### config.mk
export PLATFORM = sky130hd
export DESIGN_NAME = ula_iterativa
export DESIGN_NICKNAME = d
export VERILOG_FILES = /design/src/rtl/ula_iterativa.sv
export SDC_FILE = /design/constraint.sdc
export NUM_CORES = 1
export LEC_CHECK = 0
export ABC_AREA = 0
export BUFFER_PORTS_ARGS = -buffer_cell sky130_fd_sc_hd__buf_2
export CAP_MARGIN = 20
export CORE_MARGIN = 2
export CORE_UTILIZATION = 43
export DETAILED_ROUTE_END_ITERATION = 12
export PLACE_DENSITY_LB_ADDON = 0.05
export SLEW_MARGIN = 20
export SYNTH_ARGS = -nofsm -noshare
export SYNTH_HDL_FRONTEND = slang
export SYNTH_SLANG_ARGS = --single-unit
### constraint.sdc
create_clock -name clk -period 4 [get_ports clk]
set_input_delay 0.8 -clock clk [delete_from_list [all_inputs] [get_ports clk]]
set_output_delay 0.8 -clock clk [all_outputs]
set_load 0.1 [all_outputs]
### src/rtl/ula_iterativa.sv
// Multi-cycle ALU with a valid/ready request handshake and registered result and flags.
// mul is an iterative shift-add; div/rem is a restoring divider, one step per clock.
//
// state  | meaning
// OCIOSO | idle; Pronto=1; single-cycle ops complete on the accept edge
// CALC   | mul/div/rem iterating; Pronto=0; finishes on the step where the counter hits 0
module ula_iterativa #(
  parameter int WIDTH = 8
) (
  input  logic                 clk,
  input  logic                 rst_n,
  input  logic                 Entrada_Valida,
  output logic                 Pronto,
  input  logic [WIDTH-1:0]     A,
  input  logic [WIDTH-1:0]     B,
  input  logic [3:0]           Sel_Op,
  output logic [2*WIDTH-1:0]   Resultado,
  output logic                 Saida_Valida,
  output logic                 Zero,
  output logic                 Carry,
  output logic                 Overflow,
  output logic                 DivZero,
  output logic                 Erro
);

  localparam int CW = $clog2(WIDTH + 1);

  localparam logic [3:0] OP_ADD  = 4'b0000;
  localparam logic [3:0] OP_SUB  = 4'b0001;
  localparam logic [3:0] OP_MUL  = 4'b0010;
  localparam logic [3:0] OP_QUO  = 4'b0011;
  localparam logic [3:0] OP_REM  = 4'b0100;
  localparam logic [3:0] OP_AND  = 4'b0110;
  localparam logic [3:0] OP_OR   = 4'b0111;
  localparam logic [3:0] OP_NAND = 4'b1000;
  localparam logic [3:0] OP_NOR  = 4'b1001;
  localparam logic [3:0] OP_XOR  = 4'b1010;
  localparam logic [3:0] OP_NOT  = 4'b1011;
  localparam logic [3:0] OP_CMP  = 4'b1100;

  typedef enum logic {OCIOSO, CALC} estado_t;

  estado_t              estado;
  logic [CW-1:0]        cnt;
  logic [3:0]           op_reg;
  logic [2*WIDTH-1:0]   prod;
  logic [WIDTH-1:0]     mcand;
  logic [WIDTH-1:0]     div_rem;
  logic [WIDTH-1:0]     div_q;
  logic [WIDTH-1:0]     divisor;

  logic [WIDTH:0]       sum_ext;
  logic [WIDTH:0]       dif_ext;
  logic [2*WIDTH-1:0]   s_res;
  logic                 s_carry;
  logic                 s_ovf;
  logic                 s_dz;
  logic                 s_err;
  logic                 is_multi;

  logic [WIDTH:0]       mul_sum;
  logic [2*WIDTH-1:0]   prod_nxt;
  logic [WIDTH:0]       div_shift;
  logic [WIDTH:0]       div_trial;
  logic [WIDTH-1:0]     rem_nxt;
  logic [WIDTH-1:0]     q_nxt;
  logic [2*WIDTH-1:0]   calc_res;

  // Single-cycle result path, straight from the live inputs at the accept edge.
  always_comb begin
    sum_ext = {1'b0, A} + {1'b0, B};
    dif_ext = {1'b0, A} - {1'b0, B};
    s_res   = '0;
    s_carry = 1'b0;
    s_ovf   = 1'b0;
    s_dz    = 1'b0;
    s_err   = 1'b0;
    case (Sel_Op)
      OP_ADD: begin
        s_res   = {{(WIDTH-1){1'b0}}, sum_ext};
        s_carry = sum_ext[WIDTH];
        s_ovf   = (A[WIDTH-1] == B[WIDTH-1]) && (sum_ext[WIDTH-1] != A[WIDTH-1]);
      end
      OP_SUB: begin
        s_res   = {{WIDTH{1'b0}}, dif_ext[WIDTH-1:0]};
        s_carry = dif_ext[WIDTH];
        s_ovf   = (A[WIDTH-1] != B[WIDTH-1]) && (dif_ext[WIDTH-1] != A[WIDTH-1]);
      end
      OP_MUL:  s_res = '0;
      OP_QUO: begin
        s_res = {{WIDTH{1'b0}}, {WIDTH{1'b1}}};
        s_dz  = (B == '0);
      end
      OP_REM: begin
        s_res = {{WIDTH{1'b0}}, A};
        s_dz  = (B == '0);
      end
      OP_AND:  s_res = {{WIDTH{1'b0}}, A & B};
      OP_OR:   s_res = {{WIDTH{1'b0}}, A | B};
      OP_NAND: s_res = {{WIDTH{1'b0}}, ~(A & B)};
      OP_NOR:  s_res = {{WIDTH{1'b0}}, ~(A | B)};
      OP_XOR:  s_res = {{WIDTH{1'b0}}, A ^ B};
      OP_NOT:  s_res = {{WIDTH{1'b0}}, ~A};
      OP_CMP: begin
        if (A == B)     s_res = '0;
        else if (A < B) s_res = {{(2*WIDTH-2){1'b0}}, 2'd1};
        else            s_res = {{(2*WIDTH-2){1'b0}}, 2'd2};
      end
      default: s_err = 1'b1;
    endcase
    is_multi = (Sel_Op == OP_MUL) || (((Sel_Op == OP_QUO) || (Sel_Op == OP_REM)) && (B != '0));
  end

  // One iteration step; the final step's output feeds the result register directly.
  always_comb begin
    mul_sum   = {1'b0, prod[2*WIDTH-1:WIDTH]} + (prod[0] ? {1'b0, mcand} : {(WIDTH+1){1'b0}});
    prod_nxt  = {mul_sum, prod[WIDTH-1:1]};
    div_shift = {div_rem, div_q[WIDTH-1]};
    div_trial = div_shift - {1'b0, divisor};
    if (div_trial[WIDTH]) begin
      rem_nxt = div_shift[WIDTH-1:0];
      q_nxt   = {div_q[WIDTH-2:0], 1'b0};
    end else begin
      rem_nxt = div_trial[WIDTH-1:0];
      q_nxt   = {div_q[WIDTH-2:0], 1'b1};
    end
    if (op_reg == OP_MUL)      calc_res = prod_nxt;
    else if (op_reg == OP_QUO) calc_res = {{WIDTH{1'b0}}, q_nxt};
    else                       calc_res = {{WIDTH{1'b0}}, rem_nxt};
  end

  always_ff @(posedge clk or negedge rst_n) begin
    if (!rst_n) begin
      estado       <= OCIOSO;
      cnt          <= '0;
      op_reg       <= '0;
      prod         <= '0;
      mcand        <= '0;
      div_rem      <= '0;
      div_q        <= '0;
      divisor      <= '0;
      Pronto       <= 1'b1;
      Resultado    <= '0;
      Saida_Valida <= 1'b0;
      Zero         <= 1'b1;
      Carry        <= 1'b0;
      Overflow     <= 1'b0;
      DivZero      <= 1'b0;
      Erro         <= 1'b0;
    end else begin
      Saida_Valida <= 1'b0;
      unique case (estado)
        OCIOSO: begin
          if (Entrada_Valida) begin
            if (is_multi) begin
              estado  <= CALC;
              Pronto  <= 1'b0;
              cnt     <= CW'(WIDTH);
              op_reg  <= Sel_Op;
              prod    <= {{WIDTH{1'b0}}, A};
              mcand   <= B;
              div_rem <= '0;
              div_q   <= A;
              divisor <= B;
            end else begin
              Resultado    <= s_res;
              Zero         <= (s_res == '0);
              Carry        <= s_carry;
              Overflow     <= s_ovf;
              DivZero      <= s_dz;
              Erro         <= s_err;
              Saida_Valida <= 1'b1;
            end
          end
        end
        CALC: begin
          prod    <= prod_nxt;
          div_rem <= rem_nxt;
          div_q   <= q_nxt;
          cnt     <= cnt - CW'(1);
          if (cnt == CW'(1)) begin
            estado       <= OCIOSO;
            Pronto       <= 1'b1;
            Resultado    <= calc_res;
            Zero         <= (calc_res == '0);
            Carry        <= 1'b0;
            Overflow     <= 1'b0;
            DivZero      <= 1'b0;
            Erro         <= 1'b0;
            Saida_Valida <= 1'b1;
          end
        end
        default: estado <= OCIOSO;
      endcase
    end
  end

endmodule

==> results of run 1 <==
## routing by layer
metal	vias to the layer above	global-route usage, %
met5	-	0
met2	167	42.1
li1	2598	-
met4	0	9.15
met1	2628	35.1
met3	36	5.45
## power breakdown
part           leakage [uW]  switching, uW  internal, uW
Clock              0.000159            337           566
Sequential         0.000922            274          1020
Combinational       0.00187           2070          1010
## synthesized netlist by cell type (3+ instances only)
cell type / count
a22oi_1: 3
nand3_1: 16
a21boi_0: 4
xnor2_1: 8
nand2_1: 100
ha_1: 42
o31ai_1: 8
a31oi_1: 5
o21a_1: 6
a2bb2oi_1: 3
inv_1: 41
nor2b_1: 5
nand4_1: 4
xor2_1: 4
nor3_1: 10
o22ai_1: 6
a211oi_1: 8
nand2b_1: 6
a31o_2: 3
mux2i_1: 9
nor2_1: 44
fa_1: 4
o21ai_0: 75
o2111ai_1: 4
clkbuf_1: 32
a21o_1: 12
and2_1: 13
a21oi_1: 50
a221o_1: 6
a221oi_1: 6
dfrtp_1: 70
o21bai_1: 5
nor4_1: 5
o211ai_1: 6
nor3b_1: 4
nand3b_1: 3
o221ai_1: 10
## cell families after synthesis
kind of cell / count (synthesis) / synth area share, %
AO/OA/AOI/OAI: 243 / 28.5
AND/OR/NAND/NOR: 228 / 19.0
buffers and inverters: 79 / 5.59
flip-flops: 72 / 31.9
adder cells (fa/ha/maj): 46 / 10.7
XOR/XNOR: 12 / 1.86
multiplexers: 12 / 2.45
## worst max-delay path by stage
stage | end | cells after the start | slack, ps
5_1_grt | Zero$_DFFE_PN1P_ | 12 | 250
3_3_place_gp | Zero$_DFFE_PN1P_ | 12 | 510
6_report | Zero$_DFFE_PN1P_ | 12 | 400
4_1_cts | Zero$_DFFE_PN1P_ | 12 | 410
2_1_floorplan | Zero$_DFFE_PN1P_ | 12 | 870
3_5_place_dp | Zero$_DFFE_PN1P_ | 12 | 410
## worst min-delay path: cells and delay by family (launching register included)
family	cells	cell delay [ps]
flops	1	370
simple gates	2	90
## layout make-up
cell class	count	area, um2	share of cell area [%]
inverters	42	158	2.46
clock buffers	10	239	3.73
flip-flops and latches	72	1800	28.2
multi-input cells	541	3540	55.3
repair buffers	62	355	5.55
clock inverters	6	90.1	1.41
well taps	172	215	3.36
## through the flow
step	worst slack, ps	power [uW]	area [um2]	hold WS [ps]	cells
after floorplan	872	3570	5660	451	692
after global placement	511	4330	6080	446	889
after detailed placement	409	4350	6080	452	889
after CTS	410	5270	6400	461	905
after global routing	249	5620	6400	493	905
final	400	5280	6400	460	905
==> impl_metrics.py, run 1 <==
metrics = {
    "worst_hold_path": {
        "whs_endpoint": "Pronto$_DFFE_PN1P_",
        "hold_depth": 2,
        "hp-class": "register to register",
        "hold_start": "Pronto$_DFFE_PN1P_",
    },
    "setup_path": {
        "startpoint": "div_q[7]$_DFFE_PN0P_",
        "path_class": "register to register",
        "required_ps": 4280,
        "end_kind": "register",
        "cp.arrival_ps": 3880,
        "rrSetupSlack_ps": 400,
        "critPathMaxFanout": 6,
        "cp-start-kind": "register",
        "cp_slowest_cell": "or4_4",
        "regToRegStartpoint": "div_q[7]$_DFFE_PN0P_",
        "critPathMaxStageDelay_ps": 540,
        "path_cells": "inv_1 > ha_1 > inv_1 > fa_1 > a21o_1 > a221oi_2 > mux2i_1 > nor3_1 > a311oi_1 > o211ai_1 > or4_4 > o211ai_2",
        "reg2reg_depth": 12,
        "cp_num_buf_inv": 2,
        "r2r-end": "Zero$_DFFE_PN1P_",
        "cpMostUsedCell": "inv_1",
        "crit_family": "compound AO/OA/AOI/OAI gates",
    },
    "routing": {
        "wl_per_cell_um": 20.1,
        "routed_wl_um": 18200,
        "drtPass1Iterations": 6,
        "wl_met3_um": 942,
        "top_layer": "met4",
        "via_per_inst": 6.00,
        "drtAntennaViolNets": 0,
        "vias": 5429,
        "drt-met1-wl_um": 8170,
        "drt_first_iter_violations": 381,
        "route.detailed.drc": 0,
        "dr_wl_met2_um": 8480,
    },
    "clock_network": {
        "cts_root_buffer": "clkbuf_16",
        "cts_hold_buf": 0,
        "path_clk_slew_ps": 60,
        "cts_resized": 0,
        "post_cts_buffers": 0,
        "htreeDepth": 3,
        "cts_buffers": 9,
        "clkSinkCount": 72,
        "clock_path_buffers": 2,
        "cts_tree": "yes",
        "clk_latency_ps": 350,
    },
    "finish": {
        "reg_top3": "Resultado: 16 flops, prod: 16 flops",
        "final_common_cell": "nand2_1",
        "utilization_pct": 50.3,
        "nets": 797,
        "fillCellCount": 1281,
        "n_antenna_cell": 0,
        "layout-drive-gt1-share_pct": 13.2,
        "final_cell_mix": "nand2_1 (100), o21ai_0 (75), dfrtp_1 (70)",
        "syn_to_final_growth_pct": 13.1,
    },
    "global_route": {
        "overflow": 0,
        "grt_pass1_vias": 5172,
        "track_usage_pct": 26.3,
        "grt_start_max_net_pins": 73,
        "antenna_found_initial": 0,
        "grt_first_pass_wirelength_um": 28900,
    },
    "logic_synthesis": {
        "synth-async-reset-ratio_pct": 100,
        "yosysWarnings": 0,
        "synth.distinct_cells": 77,
        "syn_inst": 692,
        "synth_top_area_share_pct": 30.9,
        "synth_area_leader_cell": "dfrtp_1",
        "synth-seq-area-share_pct": 31.9,
        "synthFlopType": "dfrtp_1",
        "synthesis.nets": 761,
        "syn_avg_cell_area_um2": 8.19,
        "netlist_area_um2": 5660,
        "synth_edf_count": 0,
        "synth_area_leaders": "dfrtp_1 (31%), ha_1 (9.3%), nand2_1 (6.6%)",
        "synth_seq_cells": 72,
    },
    "timing": {
        "max-slew-margin-rel_pct": 37.6,
        "clock_skew_ps": 9.45,
        "hold_viol": 0,
        "final-setup-viol-count": 0,
        "period_needed_ps": 3600,
        "finalCritPeriodShare_pct": 90.0,
        "slew_violations": 0,
        "clock.fmax_ghz": 0.278,
        "finalSetupTns_ps": 0,
        "rsz0062_at_grt": "no",
        "worst_slew_pin_slew_ps": 935,
    },
    "place": {
        "place.gp.congestion": 0.950,
        "portBuffers": 45,
        "post-dp-hpwl_um": 13800,
    },
    "run": {
        "drv_cap": 0,
    },
    "power": {
        "p_per_area_nw_per_um2": 824,
        "vdd_drop_max_mv": 0.312,
        "p_leak_uw": 0.00296,
    },
    "floorplanning": {
        "num_rows": 41,
        "core_area_um2": 12700,
        "die_width_um": 119,
        "start_util_pct": 44.5,
        "die_h_um": 119,
        "dieArea_um2": 14100,
        "io_pins": 46,
    },
    "status": {
        "run_status": "finished clean",
    },
}
Power figures use the tool's default switching activity.
==> run 2, diff against run 1 <==
--- a/config.mk
+++ b/config.mk
@@ -6,11 +6,11 @@
 export NUM_CORES = 1
 export LEC_CHECK = 0
 export ABC_AREA = 0
-export BUFFER_PORTS_ARGS = -buffer_cell sky130_fd_sc_hd__buf_2
 export CAP_MARGIN = 20
 export CORE_MARGIN = 2
 export CORE_UTILIZATION = 43
 export DETAILED_ROUTE_END_ITERATION = 12
+export DONT_BUFFER_PORTS = 1
 export PLACE_DENSITY_LB_ADDON = 0.05
 export SLEW_MARGIN = 20
 export SYNTH_ARGS = -nofsm -noshare
==> run 2 against run 1 <==
  * Clock power shrank 2.2%
  * Die area is the same
  * Register-to-register slack is essentially flat
  * Sequential cell count is the same
  * Clock skew grew 0.57 ps
  * Highest routed layer unchanged
==> impl_metrics.py, run 2 (same netlist as run 1, synthesis figures left out) <==
metrics = {
    "status": {
        "run_status": "finished clean",
    },
    "timing": {
        "hold_viol": 0,
        "final-setup-viol-count": 0,
        "clock_skew_ps": 10.0,
        "rsz0062_at_grt": "no",
        "worst_slew_pin_slew_ps": 973,
        "max-slew-margin-rel_pct": 35.1,
        "period_needed_ps": 3590,
        "slew_violations": 0,
        "finalSetupTns_ps": 0,
        "clock.fmax_ghz": 0.279,
        "finalCritPeriodShare_pct": 89.7,
    },
    "setup_path": {
        "critPathMaxFanout": 6,
        "required_ps": 4270,
        "path_class": "register to register",
        "end_kind": "register",
        "reg2reg_depth": 12,
        "cp-start-kind": "register",
        "cp.arrival_ps": 3850,
    },
    "finish": {
        "utilization_pct": 48.2,
        "reg_top3": "Resultado: 16 flops, prod: 16 flops",
        "final_cell_mix": "nand2_1 (100), o21ai_0 (75), dfrtp_1 (70)",
        "n_antenna_cell": 0,
        "nets": 747,
        "syn_to_final_growth_pct": 8.33,
        "fin_area_um2": 6140,
        "layout-drive-gt1-share_pct": 6.89,
        "final_common_cell": "nand2_1",
    },
    "global_route": {
        "grt_pass1_vias": 5068,
        "overflow": 0,
        "grt_start_max_net_pins": 73,
        "track_usage_pct": 26.0,
        "grt_first_pass_wirelength_um": 28500,
        "antenna_found_initial": 0,
    },
    "routing": {
        "route.detailed.drc": 0,
        "drtPass1Iterations": 5,
        "via_per_inst": 6.13,
        "wl_per_cell_um": 21.4,
        "drtAntennaViolNets": 0,
        "drt_first_iter_violations": 433,
        "vias": 5238,
        "routed_wl_um": 18300,
    },
    "floorplanning": {
        "start_util_pct": 44.5,
        "die_h_um": 119,
        "dieArea_um2": 14100,
        "core_area_um2": 12700,
        "num_rows": 41,
        "die_width_um": 119,
        "io_pins": 46,
    },
    "place": {
        "place.gp.congestion": 0.974,
        "post-dp-hpwl_um": 13700,
        "placed_area_um2": 5820,
        "portBuffers": 0,
    },
    "worst_hold_path": {
        "hp-class": "input pin to asynchronous set/reset pin",
    },
    "clock_network": {
        "cts_hold_buf": 0,
        "post_cts_buffers": 0,
        "clk_latency_ps": 350,
        "htreeDepth": 3,
        "clkSinkCount": 72,
        "cts_tree": "yes",
        "cts_buffers": 9,
        "cts_root_buffer": "clkbuf_16",
        "clock_path_buffers": 2,
        "cts_resized": 0,
        "path_clk_slew_ps": 60,
    },
    "power": {
        "p_per_area_nw_per_um2": 840,
        "p_leak_uw": 0.00272,
        "total_power_uw": 5150,
        "vdd_drop_max_mv": 0.256,
    },
    "run": {
        "drv_cap": 0,
    },
}
## run 2: per-layer routing
metal | part of all wire [%] | track usage [%] | wire [um] | up-vias
met4 | 1.9 | 7.89 | 351 | 0
met1 | 42 | 33.5 | 7760 | 2531
li1 | - | - | - | 2481
met5 | 0 | 0 | 0 | -
met2 | 49 | 43.7 | 8880 | 197
met3 | 7.0 | 5.31 | 1270 | 29
## run 2: power breakdown
group          switching [uW]  total [uW]  internal (uW)
registers                 777        1790           1010
logic                    1530        2490            961
clock network             336         883            547
total                    2640        5150           2520
## run 2: through the flow
stage                     setup WS, ps  std cells  hold WS (ps)
final                              412        854           144
after global routing               212        854           133
after CTS                          431        854           140
after detailed placement           448        839           478
after global placement             512        839           471
after floorplan                    872        692           451
## run 2: layout make-up
cell class                 count  area (um2)
fill                        1285        6590
sequential                    72        1800
inverter                      42         158
multi-input combinational    541        3550
tap                          172         215
clock buffer                   9         225
timing repair buffer          12        90.1
clock inverter                 6        93.8
## run 2: final timing paths
| path | startpoint | slack (ps) | endpoint |
|---|---|---|---|
| max | div_q[7]$_DFFE_PN0P_ | 410 | Zero$_DFFE_PN1P_ |
| min | rst_n | 140 | Resultado[15]$_DFFE_PN0P_ |
| max reg2reg | div_q[7]$_DFFE_PN0P_ | 410 | Zero$_DFFE_PN1P_ |
| min reg2reg | op_reg[2]$_DFFE_PN0P_ | 480 | op_reg[2]$_DFFE_PN0P_ |
| max in group asynchronous | rst_n | 3670 | Zero$_DFFE_PN1P_ |
| min in group clk | op_reg[2]$_DFFE_PN0P_ | 480 | op_reg[2]$_DFFE_PN0P_ |
## run 2: worst max-delay path, stage by stage, from the launching register on
cell,delay [ps]
dfrtp_1,390
inv_1,90
ha_1,170
inv_1,60
fa_1,390
a21o_1,210
a221oi_2,380
mux2i_1,520
nor3_1,120
a311oi_1,390
o211ai_1,160
or4_4,540
o211ai_2,70
